===== src/rtl/serial_link_pkg.sv =====
// serial_link_pkg: shared sizes and receiver state encoding for the serial sample link.
package serial_link_pkg;
    localparam int BYTE_W   = 8;
    localparam int GAP_MAX  = 16;
    localparam int SAMPLE_W = 2 * BYTE_W;
    typedef enum logic [1:0] {IDLE, HI_SHIFT, GAP_WAIT, LO_SHIFT} state_e;
endpackage


===== src/rtl/shift_in_reg.sv =====
// shift_in_reg: enable-gated MSB-first byte shifter with bit counter and last-bit done pulse.
module shift_in_reg
    import serial_link_pkg::*;
#(
    parameter int BYTE_W = serial_link_pkg::BYTE_W
) (
    input  logic              clk,
    input  logic              rst_n,
    input  logic              en,
    input  logic              clr,
    input  logic              shift,
    input  logic              si,
    output logic [BYTE_W-1:0] data,
    output logic              done
);
    localparam int CNT_W = $clog2(BYTE_W + 1);
    logic [BYTE_W-2:0] shreg_q, shreg_d;
    logic [CNT_W-1:0]  cnt_q, cnt_d;
    // data already includes the bit being sampled this cycle, so done can latch it directly
    assign data = {shreg_q, si};
    assign done = en & shift & (cnt_q == CNT_W'(BYTE_W - 1));
    always_comb begin
        shreg_d = shreg_q;
        cnt_d   = cnt_q;
        if (en) begin
            shreg_d = clr ? '0 : shift ? data[BYTE_W-2:0] : shreg_q;
            cnt_d   = (clr | done) ? '0 : shift ? cnt_q + 1'b1 : cnt_q;
        end
    end
    always_ff @(posedge clk or negedge rst_n) begin
        if (!rst_n) begin
            shreg_q <= '0;
            cnt_q   <= '0;
        end else begin
            shreg_q <= shreg_d;
            cnt_q   <= cnt_d;
        end
    end
endmodule


===== src/rtl/serial_sample_receiver.sv =====
// serial_sample_receiver: rebuilds 16-bit samples from two MSB-first serial bytes,
// flagging framing violations and strobing each completed sample.
module serial_sample_receiver
    import serial_link_pkg::*;
#(
    parameter int BYTE_W  = serial_link_pkg::BYTE_W,
    parameter int GAP_MAX = serial_link_pkg::GAP_MAX
) (
    input  logic                clk,
    input  logic                rst_n,
    input  logic                en,
    input  logic                si,
    input  logic                byte_start,
    input  logic                sample_start,
    output logic [2*BYTE_W-1:0] sample,
    output logic                sample_valid,
    output logic                frame_err,
    output logic                busy
);
    localparam int GAP_W = $clog2(GAP_MAX + 1);
    state_e              state_q, state_d;
    logic [GAP_W-1:0]    gap_q, gap_d;
    logic [BYTE_W-1:0]   hi_q, hi_d, data;
    logic [2*BYTE_W-1:0] sample_q, sample_d;
    logic                valid_q, valid_d, err_q, err_d, busy_q, busy_d;
    logic                in_shift, done, b2b;
    assign in_shift = (state_q == HI_SHIFT) | (state_q == LO_SHIFT);
    // a new high byte starting on the last low bit completes the sample without error
    assign b2b      = (state_q == LO_SHIFT) & done & sample_start;
    shift_in_reg #(.BYTE_W(BYTE_W)) u_shift (
        .clk   (clk),
        .rst_n (rst_n),
        .en    (en),
        .clr   (byte_start),
        .shift (in_shift),
        .si    (si),
        .data  (data),
        .done  (done)
    );
    always_comb begin
        state_d  = state_q;
        gap_d    = gap_q;
        hi_d     = hi_q;
        sample_d = sample_q;
        valid_d  = 1'b0;
        err_d    = 1'b0;
        if (en) begin
            case (state_q)
                IDLE: if (byte_start) begin
                    state_d = sample_start ? HI_SHIFT : IDLE;
                    err_d   = !sample_start;
                end
                GAP_WAIT: if (byte_start) begin
                    state_d = sample_start ? HI_SHIFT : LO_SHIFT;
                    err_d   = sample_start;
                end else if (gap_q == GAP_W'(GAP_MAX)) begin
                    state_d = IDLE;
                    err_d   = 1'b1;
                end else begin
                    gap_d = gap_q + 1'b1;
                end
                default: if (byte_start) begin
                    state_d  = sample_start ? HI_SHIFT : IDLE;
                    valid_d  = b2b;
                    err_d    = !b2b;
                    sample_d = b2b ? {hi_q, data} : sample_q;
                end else if (done) begin
                    state_d  = (state_q == HI_SHIFT) ? GAP_WAIT : IDLE;
                    hi_d     = (state_q == HI_SHIFT) ? data : hi_q;
                    gap_d    = '0;
                    valid_d  = (state_q == LO_SHIFT);
                    sample_d = (state_q == LO_SHIFT) ? {hi_q, data} : sample_q;
                end
            endcase
        end
        busy_d = (state_d != IDLE);
    end
    always_ff @(posedge clk or negedge rst_n) begin
        if (!rst_n) begin
            state_q  <= IDLE;
            gap_q    <= '0;
            hi_q     <= '0;
            sample_q <= '0;
            valid_q  <= 1'b0;
            err_q    <= 1'b0;
            busy_q   <= 1'b0;
        end else begin
            state_q  <= state_d;
            gap_q    <= gap_d;
            hi_q     <= hi_d;
            sample_q <= sample_d;
            valid_q  <= valid_d;
            err_q    <= err_d;
            busy_q   <= busy_d;
        end
    end
    assign sample       = sample_q;
    assign sample_valid = valid_q;
    assign frame_err    = err_q;
    assign busy         = busy_q;
endmodule


===== config.mk =====
export PLATFORM = sky130hd
export DESIGN_NAME = serial_sample_receiver
export DESIGN_NICKNAME = d
export VERILOG_FILES = /design/src/rtl/serial_link_pkg.sv /design/src/rtl/shift_in_reg.sv /design/src/rtl/serial_sample_receiver.sv
export SDC_FILE = /design/constraint.sdc
export NUM_CORES = 1
export LEC_CHECK = 0
export CORE_MARGIN = 2
export CORE_UTILIZATION = 55
export DETAILED_ROUTE_END_ITERATION = 8
export GPL_ROUTABILITY_DRIVEN = 1
export PLACE_DENSITY = 0.84
export SLEW_MARGIN = 20
export SYNTH_ARGS = -nofsm -noshare
export SYNTH_HDL_FRONTEND = slang
export SYNTH_HIERARCHICAL = 1
export SYNTH_SLANG_ARGS = --single-unit

===== constraint.sdc =====
create_clock -name clk -period 6.6 [get_ports clk]
set_input_delay 0.66 -clock clk [delete_from_list [all_inputs] [get_ports clk]]
set_output_delay 0.66 -clock clk [all_outputs]
set_load 0.005 [all_outputs]

==> results.yml, run 1 <==
sta:
  min_period_ns: 3.07
  slew-limit-headroom_pct: 48.6
  setup_violations: 0
  slew_violations: 0
  fin_skew_ns: 0.00776
  tightestPinTransition_ns: 0.769
  rsz0062_at_grt: "no"
  finalCritPeriodShare_pct: 46.6
  max_freq_mhz: 325
  hold_viol: 0
  setup_tns_ns: 0
synthesis:
  synth_flop_cell: "dfrtp_1"
  synth.distinct_cells: 40
  yosysWarningCount: 6
  avgSynthCellArea_sq_um: 12.4
  synth_edf_count: 0
  ys_ff_latch: 45
  postSynthCellCount: 167
  synthArstFlopShare_pct: 100
  syn_nets: 176
  ys_seq_area_share_pct: 54.5
  syn-cell-area_sq_um: 2070
power_and_ir_drop:
  p_leak_nw: 1.10
  power.total_mw: 0.612
  power_density_nw_per_um2: 255
  peakVddDrop_mv: 0.120
setup_path:
  cp.required_ns: 6.79
  worstSetupPathType: "primary input to flop"
  worstPathArrival_ns: 3.26
  worst-path-max-fanout: 17
  cp_slowest_cell: "clkdlybuf4s50_1"
  max_stage_delay_ns: 0.67
  critPathLaunchType: "primary input"
  worstPathCellList: "clkdlybuf4s50_1 -> and2_4 -> nand2_1 -> nor3b_1 -> nand3_1 -> nor2_4 -> mux2_2"
  cp-end-kind: "flop"
outcome:
  status: "completed"
finish:
  n_antenna_cell: 0
  most-common-layout-cells: "dfrtp_1 (45), clkdlybuf4s50_1 (23), mux2_2 (15)"
  drive_above_1_share_pct: 16.3
  area_growth_pct: 16.2
  layout_commonest_cell: "dfrtp_1"
  nNetsFinal: 198
route:
  remaining_drc_errors: 0
  route.met2.wl_um: 1670
  routed_via_density: 5.54
  route.vias.total: 1318
  ant_nets: 0
  wl_per_cell_um: 14.6
  finalWirelength_um: 3480
  wl_met3_um: 128
  drt-initial-drc-count: 125
  wl_met1_um: 1620
  first_pass_iters: 4
  highest_layer: "met4"
floorplanning:
  die_area_sq_um: 4260
  initial_core_util_pct: 56.9
  ios: 25
  rows: 22
  dieHeight_um: 65.3
  core_area_sq_um: 3630
  die_w_um: 65.3
clock_network:
  insertion_delay_ns: 0.30
  cts_resized: 0
  cts_inserted_buffers: 5
  cts_sinks: 45
  root_buffer: "clkbuf_8"
  cts_tree: "built"
  cts_buffer_depth: 2
  post_cts_buffers: 0
  cts_hold_buffers: 0
  path_clk_slew_ns: 0.09
  h-tree-depth: 2
global_routing:
  grt_pass1_wl_um: 6270
  grt_max_degree: 46
  grt_util_all_layers_pct: 19.2
  grt-ovfl-total: 0
  grt_pass1_vias: 1318
  antenna_found_initial: 0
place:
  numPortBuffers: 24
  place_congestion: 0.824
  place_hpwl_um: 2410
worst_hold_path:
  hold_path_class: "primary input to asynchronous set/reset pin"
run:
  drv_cap: 0
## where the power goes
| part | switching, mW | internal (mW) | leakage (nW) | total [mW] |
|---|---|---|---|---|
| sequential | 0.0358 | 0.302 | 0.614 | 0.337 |
| combinational | 0.0470 | 0.0454 | 0.439 | 0.0923 |
| clock | 0.0949 | 0.0868 | 0.0518 | 0.182 |
## layer usage
metal / track usage [%] / vias up
met4: 6.25 / 0
li1: - / 638
met5: 0 / -
met3: 5.48 / 7
met1: 25.9 / 649
met2: 30.0 / 24
## sequential cells by signal, summed over array words and instances (netlist names)
register	count
busy	1
frame_err	1
gap_q	5
hi_q	8
sample	16
sample_valid	1
state_q	2
u_shift/cnt_q	4
u_shift/shreg_q	7
## cell families (layout without fill, tap and decap cells)
kind of cell               after synthesis  in the layout  share of synthesized area (%)
and+or+nand+nor                         46             46                           14.5
xor gates and xnor gates                 2              2                          0.848
muxes                                   27             27                           14.5
DFF                                     45             45                           54.5
buffers and inverters                   14             37                           3.93
adders and majority gates                3              3                           1.82
AOI/OAI and AO/OA                       30             30                           9.87
## critical path: cells and delay by family
| kind | cells | cell delay, ns |
|---|---|---|
| and+or+nand+nor | 5 | 1.52 |
| muxes | 1 | 0.39 |
| buffers and inverters | 1 | 0.67 |
## worst paths after layout
path,startpoint,endpoint,slack [ns],depth (start not counted)
max,en,sample[11]$_DFFE_PN0P_,3.53,7
min,rst_n,sample[14]$_DFFE_PN0P_,0.34,1
max reg2reg,state_q[0]$_DFF_PN0_,sample[11]$_DFFE_PN0P_,3.82,6
min reg2reg,sample[15]$_DFFE_PN0P_,sample[15]$_DFFE_PN0P_,0.49,1
max in group asynchronous,rst_n,sample[1]$_DFFE_PN0P_,5.88,1
min in group clk,sample[15]$_DFFE_PN0P_,sample[15]$_DFFE_PN0P_,0.49,1
## stage by stage
step | setup WS, ns | instances | cell area [sq um] | hold WS (ns) | utilization, %
2_1_floorplan | 4.24 | 167 | 2070 | 0.364 | -
3_3_place_gp | 3.38 | 230 | 2300 | 0.469 | 63.3
3_5_place_dp | 3.22 | 230 | 2300 | 0.478 | 63.3
5_1_grt | 3.30 | 238 | 2400 | 0.378 | 66.1
4_1_cts | 3.54 | 238 | 2400 | 0.498 | 66.0
6_report | 3.53 | 238 | 2400 | 0.337 | 66.1
## final cells by class
| class | instances | area (sq um) |
|---|---|---|
| multi-input combinational | 108 | 860 |
| fill | 280 | 1230 |
| inverter | 5 | 18.8 |
| clock buffer | 6 | 82.6 |
| clock inverter | 2 | 17.5 |
| sequential | 45 | 1130 |
| timing repair buffer | 24 | 238 |
| tap | 48 | 60.1 |
## synthesized netlist by cell type (2+ instances only)
| master | n | share of area (%) |
|---|---|---|
| nor2_1 | 5 | 0.91 |
| nand4_1 | 2 | 0.61 |
| mux2_1 | 9 | 4.9 |
| mux2i_1 | 3 | 1.5 |
| mux2_2 | 15 | 8.2 |
| nand3_1 | 3 | 0.73 |
| nor2_4 | 2 | 1.1 |
| and4bb_1 | 2 | 1.2 |
| a21oi_1 | 9 | 2.2 |
| o2bb2ai_1 | 7 | 3.0 |
| o21ai_0 | 5 | 1.2 |
| ha_1 | 3 | 1.8 |
| inv_1 | 4 | 0.73 |
| nor2b_1 | 8 | 2.4 |
| nand3b_1 | 2 | 0.73 |
| o21ai_1 | 3 | 0.73 |
| buf_2 | 5 | 1.2 |
| xor2_1 | 2 | 0.85 |
| dfrtp_1 | 45 | 54 |
| nand2_1 | 13 | 2.4 |
(Power assumes the default switching activity.)
==> run 2: changes to the inputs <==
CORE_UTILIZATION = 49   (was 55)
PLACE_DENSITY = 0.79   (was 0.84)
clock period = 2.47 ns   (was 6.6 ns; I/O delays follow)
==> run 2 against run 1 <==
Effect of this change: flip-flop and latch count unchanged; sequential power rose to 2.6 times the previous value; combinational power rose to 3.1 times the previous value; via count up 3.6%; worst hold slack gained 0.13 ns; final cell count is 3.8% higher; clock skew up 0.0015 ns; sequential share of layout area down 0.98 points; global-route usage grew 0.25 points; non-clock buffer count increased by 8.
==> results.yml, run 2 (synthesis results as in run 1) <==
outcome:
  status: "completed"
sta:
  fin_skew_ns: 0.00928
  slew_violations: 0
  max_freq_mhz: 493
  setup_violations: 0
  rsz0062_at_grt: "no"
  min_period_ns: 2.03
  finalCritPeriodShare_pct: 82.2
  setup_tns_ns: 0
  tightestPinTransition_ns: 0.553
  slew-limit-headroom_pct: 63.1
  hold_viol: 0
place:
  numPortBuffers: 24
  placed_cell_area_sq_um: 2350
  place_hpwl_um: 2810
  dp_cells: 239
  place_congestion: 0.826
power_and_ir_drop:
  power.total_mw: 1.62
  p_leak_nw: 1.14
  p_sw_mw: 0.460
  switching_share_pct: 28.4
  power_density_nw_per_um2: 660
  seq_power_share_pct: 54.8
  clockPowerShare_pct: 27.7
  p_comb_share_pct: 17.5
  peakVddDrop_mv: 0.463
  p_int_mw: 1.16
clock_network:
  path_clk_slew_ns: 0.08
  cts_inserted_buffers: 5
  cts_sinks: 45
  h-tree-depth: 2
  cts_tree: "built"
  post_cts_buffers: 0
  cts_resized: 0
  root_buffer: "clkbuf_8"
  insertion_delay_ns: 0.29
  cts_buffer_depth: 2
global_routing:
  grt_pass1_vias: 1478
  antenna_found_initial: 0
  grt-ovfl-total: 0
  grt_max_degree: 46
  grt_util_all_layers_pct: 19.4
  grt_pass1_wl_um: 6710
route:
  first_pass_iters: 4
  drt-initial-drc-count: 82
  finalWirelength_um: 3980
  routed_via_density: 5.53
  ant_nets: 0
  remaining_drc_errors: 0
  route.vias.total: 1365
  wl_per_cell_um: 16.1
finish:
  layout_commonest_cell: "dfrtp_1"
  final_core_util_pct: 60.9
  instances_no_fill: 247
  nFillCells: 325
  most-common-layout-cells: "dfrtp_1 (45), clkdlybuf4s50_1 (23), mux2_2 (15)"
  drive_above_1_share_pct: 18.3
  n_antenna_cell: 0
  largest_reg_flops: 16
  area_growth_pct: 18.7
  post-route-cell-area_sq_um: 2450
  nNetsFinal: 206
floorplanning:
  dieHeight_um: 69.0
  die_w_um: 69.0
  die_area_sq_um: 4750
  core_area_sq_um: 4030
  rows: 23
  initial_core_util_pct: 51.3
  ios: 25
setup_path:
  cp_num_buf_inv: 1
  cp_slowest_cell: "dfrtp_1"
  cp_top_family: "simple AND/OR/NAND/NOR gates"
  critPathLaunchType: "flop"
  worst-path-max-fanout: 9
  worstPathArrival_ns: 2.20
  rrSetupSlack_ns: 0.44
  max_stage_delay_ns: 0.40
  worstSetupPathType: "flop to flop"
  cp.required_ns: 2.64
  worstPathCellList: "ha_1 -> nand2_1 -> nor3b_1 -> buf_4 -> nand4b_1 -> nor2_4 -> mux2_2"
  cp-end-kind: "flop"
worst_hold_path:
  hold_path_class: "primary input to asynchronous set/reset pin"
run:
  drv_cap: 0
## run 2: changes by cell type in the layout (fill, tap and decap cells not counted)
cell / change
clkinv_4: -1
clkbuf_1: +1
inv_6: -1
dlygate4sd3_1: +1
buf_4: +7
## run 2: layout make-up
| class | count | area [sq um] | share of cell area (%) |
|---|---|---|---|
| clock buffers | 7 | 86.3 | 3.52 |
| inverters | 5 | 18.8 | 0.765 |
| multi-input cells | 108 | 860 | 35.0 |
| flip-flops and latches | 45 | 1130 | 45.9 |
| well taps | 50 | 62.6 | 2.55 |
| repair buffers | 32 | 300 | 12.2 |
## run 2: layer usage
layer | vias to the layer above | wire, um | GRT usage [%]
li1 | 649 | - | -
met1 | 682 | 1740 | 23.3
met2 | 30 | 2030 | 32.8
met3 | 4 | 179 | 6.82
met4 | 0 | 31 | 6.13
met5 | - | 0 | 0
## run 2: power by group through the flow
| stage | registers (mW) | clock network, mW | logic [mW] |
|---|---|---|---|
| 3_5_place_dp | 0.900 | 0 | 0.282 |
| 2_1_floorplan | 0.866 | 0 | 0.220 |
| 3_3_place_gp | 0.890 | 0 | 0.261 |
| 4_1_cts | 0.886 | 0.459 | 0.283 |
| 6_report | 0.888 | 0.450 | 0.283 |
| 5_1_grt | 0.896 | 0.492 | 0.318 |
## run 2: what timing repair did
item / in CTS / in global routing
setup endpoints to repair: 0 / 0
hold buffers: 0 / 1
hold endpoints to repair: 0 / 45
## run 2: metrics by stage
stage	hold slack (ns)	setup slack, ns
2_1_floorplan	-0.0486	0.201
3_3_place_gp	0.431	0.250
3_5_place_dp	0.456	0.182
4_1_cts	0.128	0.421
5_1_grt	0.519	0.320
6_report	0.472	0.440
## run 2: final timing paths
path	startpoint	end	cells past startpoint
hold reg to reg	sample[3]$_DFFE_PN0P_	sample[3]$_DFFE_PN0P_	1
setup / recovery	u_shift/cnt_q[0]$_DFFE_PN0P_	hi_q[2]$_DFFE_PN0P_	7
min in group clk	sample[3]$_DFFE_PN0P_	sample[3]$_DFFE_PN0P_	1
hold / removal	rst_n	frame_err$_DFF_PN0_	2
setup reg to reg	u_shift/cnt_q[0]$_DFFE_PN0P_	hi_q[2]$_DFFE_PN0P_	7
max in group asynchronous	rst_n	sample[9]$_DFFE_PN0P_	2
## run 2: worst reg2reg max path, cell delays in order (launching register included)
cell	delay (ns)
dfrtp_1	0.40
ha_1	0.23
nand2_1	0.09
nor3b_1	0.19
buf_4	0.17
nand4b_1	0.18
nor2_4	0.28
mux2_2	0.38
